**config.mk**
```make
export PLATFORM = sky130hd
export DESIGN_NAME = jogador_automatico
export DESIGN_NICKNAME = d
export VERILOG_FILES = /design/src/rtl/jogo_pkg.sv /design/src/rtl/contador_tempo.sv /design/src/rtl/jogador_automatico.sv
export SDC_FILE = /design/constraint.sdc
export NUM_CORES = 1
export LEC_CHECK = 0
export ABC_AREA = 1
export CAP_MARGIN = 20
export CORE_MARGIN = 8
export CORE_UTILIZATION = 40
export CTS_CLUSTER_DIAMETER = 150
export DETAILED_ROUTE_END_ITERATION = 16
export PLACE_DENSITY = 0.54
export SLEW_MARGIN = 20
export SYNTH_ARGS = -nofsm -noshare
export SYNTH_HDL_FRONTEND = slang
export SYNTH_SLANG_ARGS = --single-unit
```
**constraint.sdc**
```tcl
create_clock -name clock -period 2.5 [get_ports clock]
set_input_delay 0.25 -clock clock [delete_from_list [all_inputs] [get_ports clock]]
set_output_delay 0.25 -clock clock [all_outputs]
set_load 0.05 [all_outputs]
```
**src/rtl/jogo_pkg.sv**
```systemverilog
// Shared definitions for the automatic player: state encodings, default timings
// and the small LFSR / one-hot helpers used to invent new moves.
package jogo_pkg;

    typedef enum logic [3:0] {
        StInicial       = 4'd0,
        StInicia        = 4'd1,
        StEsperaMostra  = 4'd2,
        StPressiona     = 4'd3,
        StSolta         = 4'd4,
        StNovaPressiona = 4'd5,
        StNovaSolta     = 4'd6,
        StFimGanhou     = 4'd7,
        StFimPerdeu     = 4'd8,
        StErro          = 4'd9
    } estado_e;

    localparam int unsigned TempoIniciarDef   = 10;
    localparam int unsigned TempoPressionaDef = 10;
    localparam int unsigned TempoEsperaDef    = 10;
    localparam int unsigned TempoMostraDef    = 2000;

    localparam logic [3:0] LfsrSeed  = 4'b1001;
    localparam logic [3:0] RodadaMax = 4'd15;

    // x^4 + x^3 + 1, shifting towards the MSB
    function automatic logic [3:0] lfsr_next(input logic [3:0] l);
        return {l[2:0], l[3] ^ l[2]};
    endfunction

    function automatic logic [3:0] one_hot2(input logic [1:0] s);
        return 4'b0001 << s;
    endfunction

    function automatic int unsigned max4(input int unsigned a, input int unsigned b,
                                         input int unsigned c, input int unsigned d);
        int unsigned m;
        m = a;
        if (b > m) m = b;
        if (c > m) m = c;
        if (d > m) m = d;
        return m;
    endfunction

endpackage

```
**src/rtl/contador_tempo.sv**
```systemverilog
// Per-state cycle timer: cleared on entry, counts while enabled and saturates
// once the selected limit is reached.
module contador_tempo #(
    parameter int unsigned Width = 11
) (
    input  logic             clk_i,
    input  logic             rst_ni,
    input  logic             clr_i,
    input  logic             en_i,
    input  logic [Width-1:0] limite_i,
    output logic [Width-1:0] cnt_o,
    output logic             fim_o
);

    logic [Width-1:0] cnt_d, cnt_q;

    assign fim_o = (cnt_q == limite_i - Width'(1));
    assign cnt_o = cnt_q;

    always_comb begin
        cnt_d = cnt_q;
        if (clr_i) begin
            cnt_d = '0;
        end else if (en_i && !fim_o) begin
            cnt_d = cnt_q + Width'(1);
        end
    end

    always_ff @(posedge clk_i) begin
        if (!rst_ni) begin
            cnt_q <= '0;
        end else begin
            cnt_q <= cnt_d;
        end
    end

endmodule

```
**src/rtl/jogador_automatico.sv**
```systemverilog
// Automatic player for the memory game: starts a match, replays the growing
// sequence on the buttons and appends a pseudo-random move every round.
module jogador_automatico
    import jogo_pkg::*;
#(
    parameter int unsigned TEMPO_INICIAR   = TempoIniciarDef,
    parameter int unsigned TEMPO_PRESSIONA = TempoPressionaDef,
    parameter int unsigned TEMPO_ESPERA    = TempoEsperaDef,
    parameter int unsigned TEMPO_MOSTRA    = TempoMostraDef
) (
    input  logic       clock,
    input  logic       reset,
    input  logic       habilitar,
    input  logic [3:0] leds,
    input  logic       ganhou,
    input  logic       perdeu,
    output logic       iniciar,
    output logic [3:0] botoes,
    output logic       fim_ganhou,
    output logic       fim_perdeu,
    output logic       erro,
    output logic [3:0] db_rodada,
    output logic [3:0] db_jogada,
    output logic [3:0] db_estado
);

    localparam int unsigned TempoMax =
        max4(TEMPO_INICIAR, TEMPO_PRESSIONA, TEMPO_ESPERA, TEMPO_MOSTRA);
    localparam int unsigned TimerW = $clog2(TempoMax + 1);

    estado_e           estado_d, estado_q;
    logic [3:0]        rodada_d, rodada_q;
    logic [3:0]        jogada_d, jogada_q;
    logic [3:0]        botoes_d, botoes_q;
    logic              iniciar_q, fim_ganhou_q, fim_perdeu_q, erro_q;
    logic [3:0]        lfsr_q;
    logic [3:0]        seq_q [16];
    logic              seq_we;
    logic [3:0]        seq_waddr, seq_wdata;
    logic [3:0]        nova;
    logic [TimerW-1:0] limite, tempo;
    logic              tempo_fim, tempo_clr, tempo_en, ativo;

    assign nova  = one_hot2(lfsr_q[1:0]);
    assign ativo = estado_q inside {StInicia, StEsperaMostra, StPressiona, StSolta,
                                    StNovaPressiona, StNovaSolta};

    always_comb begin
        unique case (estado_q)
            StInicia:                     limite = TimerW'(TEMPO_INICIAR);
            StEsperaMostra:               limite = TimerW'(TEMPO_MOSTRA);
            StPressiona, StNovaPressiona: limite = TimerW'(TEMPO_PRESSIONA);
            default:                      limite = TimerW'(TEMPO_ESPERA);
        endcase
    end

    assign tempo_clr = (estado_d != estado_q);
    assign tempo_en  = ativo;

    contador_tempo #(
        .Width(TimerW)
    ) u_contador_tempo (
        .clk_i   (clock),
        .rst_ni  (reset),
        .clr_i   (tempo_clr),
        .en_i    (tempo_en),
        .limite_i(limite),
        .cnt_o   (tempo),
        .fim_o   (tempo_fim)
    );

    always_comb begin
        estado_d  = estado_q;
        rodada_d  = rodada_q;
        jogada_d  = jogada_q;
        botoes_d  = botoes_q;
        seq_we    = 1'b0;
        seq_waddr = rodada_q + 4'd1;
        seq_wdata = nova;
        unique case (estado_q)
            StInicial: begin
                if (habilitar) begin
                    estado_d = StInicia;
                    rodada_d = '0;
                    jogada_d = '0;
                end
            end
            StInicia: begin
                if (tempo_fim) estado_d = StEsperaMostra;
            end
            StEsperaMostra: begin
                if (leds != 4'd0) begin
                    estado_d  = StPressiona;
                    rodada_d  = '0;
                    jogada_d  = '0;
                    botoes_d  = leds;
                    seq_we    = 1'b1;
                    seq_waddr = '0;
                    seq_wdata = leds;
                end else if (tempo == TimerW'(TEMPO_MOSTRA - 1)) begin
                    // timeout read straight off the count
                    estado_d = StErro;
                end
            end
            StPressiona, StNovaPressiona: begin
                if (tempo_fim) begin
                    estado_d = (estado_q == StPressiona) ? StSolta : StNovaSolta;
                    botoes_d = '0;
                end
            end
            StSolta: begin
                if (tempo_fim) begin
                    if (jogada_q < rodada_q) begin
                        jogada_d = jogada_q + 4'd1;
                        estado_d = StPressiona;
                        botoes_d = seq_q[jogada_q + 4'd1];
                    end else if (rodada_q != RodadaMax) begin
                        estado_d = StNovaPressiona;
                        botoes_d = nova;
                        seq_we   = 1'b1;
                    end
                end
            end
            StNovaSolta: begin
                if (tempo_fim) begin
                    rodada_d = rodada_q + 4'd1;
                    jogada_d = '0;
                    estado_d = StPressiona;
                    botoes_d = seq_q[0];
                end
            end
            StFimGanhou, StFimPerdeu, StErro: begin
                if (!habilitar) estado_d = StInicial;
            end
            default: estado_d = StInicial;
        endcase

        // game outcome overrides every timed decision; a loss beats a win
        if (ativo && (perdeu || ganhou)) begin
            estado_d = perdeu ? StFimPerdeu : StFimGanhou;
            botoes_d = '0;
            seq_we   = 1'b0;
        end
    end

    always_ff @(posedge clock) begin
        if (!reset) begin
            estado_q     <= StInicial;
            rodada_q     <= '0;
            jogada_q     <= '0;
            botoes_q     <= '0;
            iniciar_q    <= 1'b0;
            fim_ganhou_q <= 1'b0;
            fim_perdeu_q <= 1'b0;
            erro_q       <= 1'b0;
            lfsr_q       <= LfsrSeed;
        end else begin
            estado_q     <= estado_d;
            rodada_q     <= rodada_d;
            jogada_q     <= jogada_d;
            botoes_q     <= botoes_d;
            iniciar_q    <= (estado_d == StInicia);
            fim_ganhou_q <= (estado_d == StFimGanhou);
            fim_perdeu_q <= (estado_d == StFimPerdeu);
            erro_q       <= (estado_d == StErro);
            lfsr_q       <= lfsr_next(lfsr_q);
            if (seq_we) seq_q[seq_waddr] <= seq_wdata;
        end
    end

    assign iniciar    = iniciar_q;
    assign botoes     = botoes_q;
    assign fim_ganhou = fim_ganhou_q;
    assign fim_perdeu = fim_perdeu_q;
    assign erro       = erro_q;
    assign db_rodada  = rodada_q;
    assign db_jogada  = jogada_q;
    assign db_estado  = estado_q;

endmodule

```
==> impl_summary.txt, run 1 <==
----------------------------------------------------
[Pwr]
  Switch share ... 41.8%
  Overall power consumption ... 6.01 mW
  Combinational fraction of design power ... 44.2%
  VDD IR-drop max ... 0.612 mV
  Portion of total power attributed to sequential cells ... 34.2%
  Internal power contribution ... 3.50 mW
  Fraction of power consumed by the clock network ... 21.5%
  Static power due to leakage ... 2.31 nW
  PwrDens ... 1020 mW/mm^2
  Switching pwr ... 2.51 mW

[CTS]
  H-tree depth ... 3
  Num Clock Sinks ... 99
  Root cell of the clock tree ... sky130_fd_sc_hd__clkbuf_16
  Clk slew on worst S/H paths ... 70 ps
  CTS Buf Count ... 9
  Later-pin clock latency in the skew report ... 360 ps
  Number of buffers on the longest clock path ... 2
  Hold buffer count at CTS ... 0
  TritonCTS clock tree ... built

[Worst setup path]
  Endpoint arrival time on the critical path ... 2420 ps
  WS Path Type ... flip-flop to flip-flop
  Worst Setup Start Kind ... flip-flop
  Critical Path Fanout Max ... 4
  Number of cells on the worst reg-to-reg path ... 12
  Nature of the critical path endpoint ... flip-flop
  Data required time at the worst endpoint ... 2620 ps

[Finish]
  Commonest non-fill, non-tap cell in the layout ... sky130_fd_sc_hd__nand2_1
  Final-layout fill cell count ... 1227
  Final Non-Filler Cells ... 775
  Total inserted antenna cells ... 0
  Area growth syn-to-layout ... 20.1%
  Share of cells above drive strength 1 ... 16.9%
  Final layout net count ... 638
  Register Area ... 0.00263 mm^2
  Most used cells in the layout excluding fill and tap cells ... sky130_fd_sc_hd__nand2_1, sky130_fd_sc_hd__edfxtp_1, sky130_fd_sc_hd__inv_1
  Multi-input logic area ... 0.00201 mm^2

[Route]
  Number of routed nets with antenna violations ... 0
  Count of vias placed by the detailed router ... 3949
  Iteration count of the initial detailed-routing pass ... 4
  Average detailed-routed wire length per instance ... 16.0 um
  Wire length after detailed routing ... 12400 um
  Detailed-route DRC error count ... 0
  Vias per cell ... 5.10
  DRT iter0 DRCs ... 243

[Global routing]
  Wire length of the first global-routing pass ... 20700 um
  Aggregate global-route resource usage ... 16.4%
  Vias in the first global route ... 4094
  Final global-route overflow total ... 0
  Maximum number of pins on one net before global-route repair ... 21
  Initial antenna violation count ... 0

[STA]
  Portion of the clock cycle consumed by the worst path in the final layout ... 92.2%
  Final-report max-slew violation count ... 0
  Tightest Pin Transition ... 517 ps
  Highest Clock Rate ... 0.434 GHz
  Relative slew margins ... 65.3%
  Setup violation total in the final timing report ... 0
  Unrepaired setup endpoints after global routing ... yes
  Final critical path time including I/O delays and setup ... 2310 ps
  Worst Skew ... 10.9 ps
  Count of endpoints failing hold in the final timing report ... 0

[Floorplan]
  Core region area ... 0.0120 mm^2
  Die outline width ... 127 um
  Site Rows ... 40
  Height of the chip ... 127 um
  Initial core utilization ... 40.8%
  Count of pins on the block boundary ... 29
  Die Area ... 0.0161 mm^2

[Synth]
  Count of flip-flops with a built-in enable after synthesis ... 64
  Cell accounting for the most synthesized area ... sky130_fd_sc_hd__edfxtp_1
  Mean instance size in the synthesized netlist ... 8.77 um^2
  Synth async-reset ratio ... 0%
  Most common flop cell mapped by yosys ... sky130_fd_sc_hd__edfxtp_1
  Syn Nets ... 574
  Flop and latch count out of synthesis ... 99
  Syn. warnings ... 0
  Yosys cell types ... 38
  Synth top area share ... 39.2%
  Post-Syn Instances ... 559
  Synthesized area ... 0.00490 mm^2
  Sequential area share after synthesis ... 53.5%
  Leading post-synthesis cells by cell area ... sky130_fd_sc_hd__edfxtp_1, sky130_fd_sc_hd__dfxtp_1, sky130_fd_sc_hd__nand2_1, sky130_fd_sc_hd__a21oi_1, sky130_fd_sc_hd__nand3_1

[Run]
  Total of max-cap violations ... 0

[Place]
  IO Port Bufs ... 28
  Cell count after placement ... 759
  Global placer's final weighted congestion ... 0.909
  Detailed placement HPWL ... 9460 um

[Worst hold path]
  Worst Hold Depth ... 1
  Classification of the worst-slack hold path ... flip-flop to flip-flop

[Run status]
  Result of the run ... finished clean

----------------------------------------------------
-- layout make-up --
class | instances | area share [%]
Sequential cell | 99 | 44.6
Multi-Input combinational cell | 387 | 34.2
Timing Repair Buffer | 68 | 9.81
Clock buffer | 11 | 4.12
Inverter | 58 | 3.74
Tap cell | 147 | 3.12
Clock inverter | 5 | 0.446
-- layer usage --
| metal | wire, um | up-vias | track usage [%] | share of wire [%] |
|---|---|---|---|---|
| met1 | 5520 | 1867 | 19.4 | 45 |
| met4 | 247 | 0 | 6.30 | 2.0 |
| li1 | - | 2015 | - | - |
| met2 | 6270 | 50 | 29.2 | 51 |
| met3 | 364 | 17 | 2.68 | 2.9 |
| met5 | 0 | - | 0 | 0 |
-- sequential cells by signal, indices dropped and copies added (netlist names) --
signal and count:
erro 1, seq_q 64, lfsr_q 4, u_contador_tempo.cnt_o 11, fim_ganhou 1, db_estado 4
db_jogada 4, fim_perdeu 1, botoes 4, iniciar 1, db_rodada 4
-- synthesized netlist by cell type, types with 2 or more instances --
library cell	number
sky130_fd_sc_hd__nand2_4	2
sky130_fd_sc_hd__inv_2	4
sky130_fd_sc_hd__nand2_1	130
sky130_fd_sc_hd__xnor2_1	3
sky130_fd_sc_hd__o21ai_1	2
sky130_fd_sc_hd__a22oi_1	12
sky130_fd_sc_hd__buf_6	3
sky130_fd_sc_hd__edfxtp_1	64
sky130_fd_sc_hd__o21ai_2	3
sky130_fd_sc_hd__nor2_4	2
sky130_fd_sc_hd__nand2_2	7
sky130_fd_sc_hd__nor3_1	6
sky130_fd_sc_hd__nand3_2	2
sky130_fd_sc_hd__inv_1	52
sky130_fd_sc_hd__o211ai_1	7
sky130_fd_sc_hd__a21oi_1	45
sky130_fd_sc_hd__nand3_1	44
sky130_fd_sc_hd__clkbuf_1	12
sky130_fd_sc_hd__xor2_1	11
sky130_fd_sc_hd__ha_1	6
sky130_fd_sc_hd__nor2_2	15
sky130_fd_sc_hd__nor2_1	55
sky130_fd_sc_hd__dfxtp_1	35
sky130_fd_sc_hd__o21ai_0	17
sky130_fd_sc_hd__nand4_1	7
-- power by group through the flow --
stage | logic, mW | registers [mW] | clock network [mW]
final | 2.66 | 2.06 | 1.29
after global routing | 2.96 | 2.07 | 1.37
after CTS | 2.66 | 2.06 | 1.32
after detailed placement | 2.65 | 2.09 | 0
after global placement | 2.65 | 2.09 | 0
after floorplan | 1.45 | 2.41 | 0
-- stage by stage --
stage	cell area [um^2]	hold WS, ps	utilization, %	setup slack (ps)	setup TNS [ps]
2_1_floorplan	4910	401	-	0.00822	0
5_1_grt	5890	471	49.0	-14.6	-76.6
3_5_place_dp	5590	437	46.5	79.0	0
4_1_cts	5860	452	48.8	69.8	0
3_3_place_gp	5590	415	46.5	58.1	0
6_report	5890	446	49.0	194	0
-- final timing paths --
path | slack (ps) | endpoint | startpoint
worst max-delay path | 190 | seq_q[7][0]$_DFFE_PP_ | db_rodada[3]$_SDFFE_PN0P_
worst min-delay path | 450 | lfsr_q[0]$_SDFF_PN1_ | lfsr_q[3]$_SDFF_PN1_
worst max register to register | 190 | seq_q[7][0]$_DFFE_PP_ | db_rodada[3]$_SDFFE_PN0P_
worst min register to register | 450 | lfsr_q[0]$_SDFF_PN1_ | lfsr_q[3]$_SDFF_PN1_
-- logic make-up after synthesis --
group                      after synthesis  synth area share (%)
and+or+nand+nor                        276                  25.5
adders and majority gates                6                  1.53
AOI/OAI and AO/OA                       91                  10.9
DFF                                     99                  53.5
buffers and inverters                   73                  6.10
xor gates and xnor gates                14                  2.50
-- worst max-delay path, cell delays in order, from the launching register on --
cell                      delay, ps
sky130_fd_sc_hd__dfxtp_2        330
sky130_fd_sc_hd__inv_1           50
sky130_fd_sc_hd__ha_1           300
sky130_fd_sc_hd__a21oi_1        220
sky130_fd_sc_hd__nand2_1        130
sky130_fd_sc_hd__nand2_1        100
sky130_fd_sc_hd__inv_1           50
sky130_fd_sc_hd__a21oi_1        220
sky130_fd_sc_hd__nor4_2          60
sky130_fd_sc_hd__buf_4          130
sky130_fd_sc_hd__nand2_1        220
sky130_fd_sc_hd__nor2_1          70
sky130_fd_sc_hd__buf_4          160
-- repair_timing --
action                                  in CTS  in global routing
buffers inserted                             0                  0
gates resized for setup                      0                 11
endpoints found under the setup margin       0                 55
No activity file was read; power rests on OpenSTA's default activity.
==> inputs of run 2 (changes only) <==
--- a/config.mk
+++ b/config.mk
@@ -6,13 +6,13 @@
 export NUM_CORES = 1
 export LEC_CHECK = 0
 export ABC_AREA = 1
-export CAP_MARGIN = 20
 export CORE_MARGIN = 8
 export CORE_UTILIZATION = 40
-export CTS_CLUSTER_DIAMETER = 150
+export CTS_CLUSTER_DIAMETER = 30
 export DETAILED_ROUTE_END_ITERATION = 16
 export PLACE_DENSITY = 0.54
 export SLEW_MARGIN = 20
 export SYNTH_ARGS = -nofsm -noshare
 export SYNTH_HDL_FRONTEND = slang
 export SYNTH_SLANG_ARGS = --single-unit
+export TNS_END_PERCENT = 1
==> results of run 2 <==
Final layout, timing and power as in run 1 (identical DEF).
==> inputs of run 3 (changes only) <==
--- a/config.mk
+++ b/config.mk
@@ -11,6 +11,7 @@
 export CTS_CLUSTER_DIAMETER = 30
 export DETAILED_ROUTE_END_ITERATION = 16
 export PLACE_DENSITY = 0.54
+export REMOVE_ABC_BUFFERS = 1
 export SLEW_MARGIN = 20
 export SYNTH_ARGS = -nofsm -noshare
 export SYNTH_HDL_FRONTEND = slang
==> constraint.sdc (replaced) <==
create_clock -name clock -period 2.6 [get_ports clock]
set_input_delay 0.26 -clock clock [delete_from_list [all_inputs] [get_ports clock]]
set_output_delay 0.26 -clock clock [all_outputs]
set_load 0.05 [all_outputs]
==> impl_summary.txt, run 3 (synthesis results as in run 1) <==
----------------------------------------------------
[Pwr]
  Internal power contribution ... 3.33 mW
  Static power due to leakage ... 2.25 nW
  PwrDens ... 993 mW/mm^2
  Switching pwr ... 2.41 mW
  Switch share ... 42.0%
  Combinational fraction of design power ... 43.6%
  Overall power consumption ... 5.74 mW
  VDD IR-drop max ... 0.609 mV
  Fraction of power consumed by the clock network ... 21.8%
  Portion of total power attributed to sequential cells ... 34.6%

[Worst setup path]
  Nature of the critical path endpoint ... flip-flop
  WS Path Type ... flip-flop to flip-flop
  Data required time at the worst endpoint ... 2620 ps
  Critical Path Fanout Max ... 8
  Cells along the critical path ... inv_2, nand2_4, nor2_4, o21ai_2, nand3_4, nor2_1, a21oi_1, nor4_1, buf_4, nand2_1, nor2_1
  Cell seen most often among critical-path stages ... sky130_fd_sc_hd__nor2_1
  Endpoint arrival time on the critical path ... 2380 ps
  Max stage delay on crit path ... 430 ps
  Worst Setup Start Kind ... flip-flop
  Cell at the slowest stage of the critical path ... sky130_fd_sc_hd__dfxtp_1

[Route]
  DRT iter0 DRCs ... 285
  Number of routed nets with antenna violations ... 0
  Iteration count of the initial detailed-routing pass ... 4
  Detailed-route DRC error count ... 0
  Wire length after detailed routing ... 12600 um
  Count of vias placed by the detailed router ... 3934
  Vias per cell ... 5.18
  Average detailed-routed wire length per instance ... 16.6 um

[Global routing]
  Maximum number of pins on one net before global-route repair ... 26
  Final global-route overflow total ... 0
  Vias in the first global route ... 4003
  Initial antenna violation count ... 0
  Wire length of the first global-routing pass ... 20500 um
  Aggregate global-route resource usage ... 16.3%

[STA]
  Final setup TNS ... 0 ps
  Highest Clock Rate ... 0.423 GHz
  Portion of the clock cycle consumed by the worst path in the final layout ... 91.0%
  Tightest Pin Transition ... 812 ps
  Worst Skew ... 9.39 ps
  Final-report max-slew violation count ... 0
  Unrepaired setup endpoints after global routing ... yes
  Relative slew margins ... 45.5%
  Setup violation total in the final timing report ... 0
  Final WS setup ... 234 ps
  Count of endpoints failing hold in the final timing report ... 0
  Final critical path time including I/O delays and setup ... 2370 ps

[Finish]
  Most used cells in the layout excluding fill and tap cells ... sky130_fd_sc_hd__nand2_1, sky130_fd_sc_hd__edfxtp_1, sky130_fd_sc_hd__inv_1
  Share of cells above drive strength 1 ... 14.2%
  Commonest non-fill, non-tap cell in the layout ... sky130_fd_sc_hd__nand2_1
  Final design utilization ... 48.1%
  Area growth syn-to-layout ... 17.9%
  Register with the most flip-flops ... seq_q
  Number of flip-flops under the largest register name ... 64
  Total inserted antenna cells ... 0
  Final-layout fill cell count ... 1197
  Final layout net count ... 623

[Place]
  Setup slack at placement ... 73.2 ps
  Global placer's final weighted congestion ... 0.907
  Detailed placement HPWL ... 9390 um
  IO Port Bufs ... 28

[CTS]
  Clk slew on worst S/H paths ... 60 ps
  Setup fix buffers added after clock tree synthesis ... 0
  TritonCTS clock tree ... built
  Hold buffer count at CTS ... 0
  Later-pin clock latency in the skew report ... 350 ps
  H-tree depth ... 3
  CTS Buf Count ... 9
  Num Clock Sinks ... 99
  Root cell of the clock tree ... sky130_fd_sc_hd__clkbuf_16
  Count of cells resized by post-cts repair ... 0
  Number of buffers on the longest clock path ... 2

[Floorplan]
  Core region area ... 0.0120 mm^2
  Count of pins on the block boundary ... 29
  Die outline width ... 127 um
  Initial core utilization ... 40.8%
  Die Area ... 0.0161 mm^2
  Site Rows ... 40
  Height of the chip ... 127 um

[Run status]
  Result of the run ... finished clean

[Worst hold path]
  Classification of the worst-slack hold path ... flip-flop to flip-flop

[Run]
  Total of max-cap violations ... 0

----------------------------------------------------
[run 3: changes by cell type in the layout (fill, tap and decap cells not counted), moves of 2 or more]
cell	delta
sky130_fd_sc_hd__clkbuf_1	+2
sky130_fd_sc_hd__clkinv_1	-2
sky130_fd_sc_hd__dfxtp_2	-2
sky130_fd_sc_hd__buf_4	-15
sky130_fd_sc_hd__dfxtp_1	+2
[run 3: area by class of cell]
type                            instances  area, um^2  area share [%]
Clock buffer                           13         262            4.52
Clock inverter                          3        15.0           0.260
Inverter                               58         220            3.81
Multi-Input combinational cell        387        2010            34.8
Sequential cell                        99        2630            45.4
Tap cell                              147         184            3.18
Timing Repair Buffer                   53         465            8.05
[run 3: path summary, 6_finish.rpt]
kind / start / end / slack (ps) / cells after the start
worst max-delay path: db_estado[3]$_SDFF_PN0_ / seq_q[14][1]$_DFFE_PP_ / 230 / 11
worst min-delay path: lfsr_q[2]$_SDFF_PN0_ / lfsr_q[3]$_SDFF_PN1_ / 440 / 2
worst max register to register: db_estado[3]$_SDFF_PN0_ / seq_q[14][1]$_DFFE_PP_ / 230 / 11
worst min register to register: lfsr_q[2]$_SDFF_PN0_ / lfsr_q[3]$_SDFF_PN1_ / 440 / 2
[run 3: routing by layer]
metal  up-vias  GRT usage [%]  part of all wire, %
li1       1981              -                    -
met1      1866           19.0                   43
met2        74           28.3                   51
met3        13           4.23                  4.0
met4         0           6.16                  2.0
met5         -              0                    0
[run 3: stage by stage]
step,hold slack [ps],area [um^2],cells
6_report,439,5780,760
5_1_grt,462,5780,760
4_1_cts,447,5750,760
3_5_place_dp,432,5480,744
3_3_place_gp,411,5480,744
2_1_floorplan,329,4830,544
[run 3: critical path: cells and delay by family, from the launching register on]
kind                   cells  cell delay [ps]
AO/OA/AOI/OAI              2              280
flip-flops                 1              430
AND/OR/NAND/NOR            7             1040
buffers and inverters      2              290
[run 3: power groups by stage]
stage / clock network, mW / registers (mW) / logic, mW
6_report: 1.25 / 1.99 / 2.50
3_5_place_dp: 0 / 2.02 / 2.47
5_1_grt: 1.34 / 2.00 / 2.78
4_1_cts: 1.29 / 1.99 / 2.49
2_1_floorplan: 0 / 2.34 / 1.31
3_3_place_gp: 0 / 2.02 / 2.47
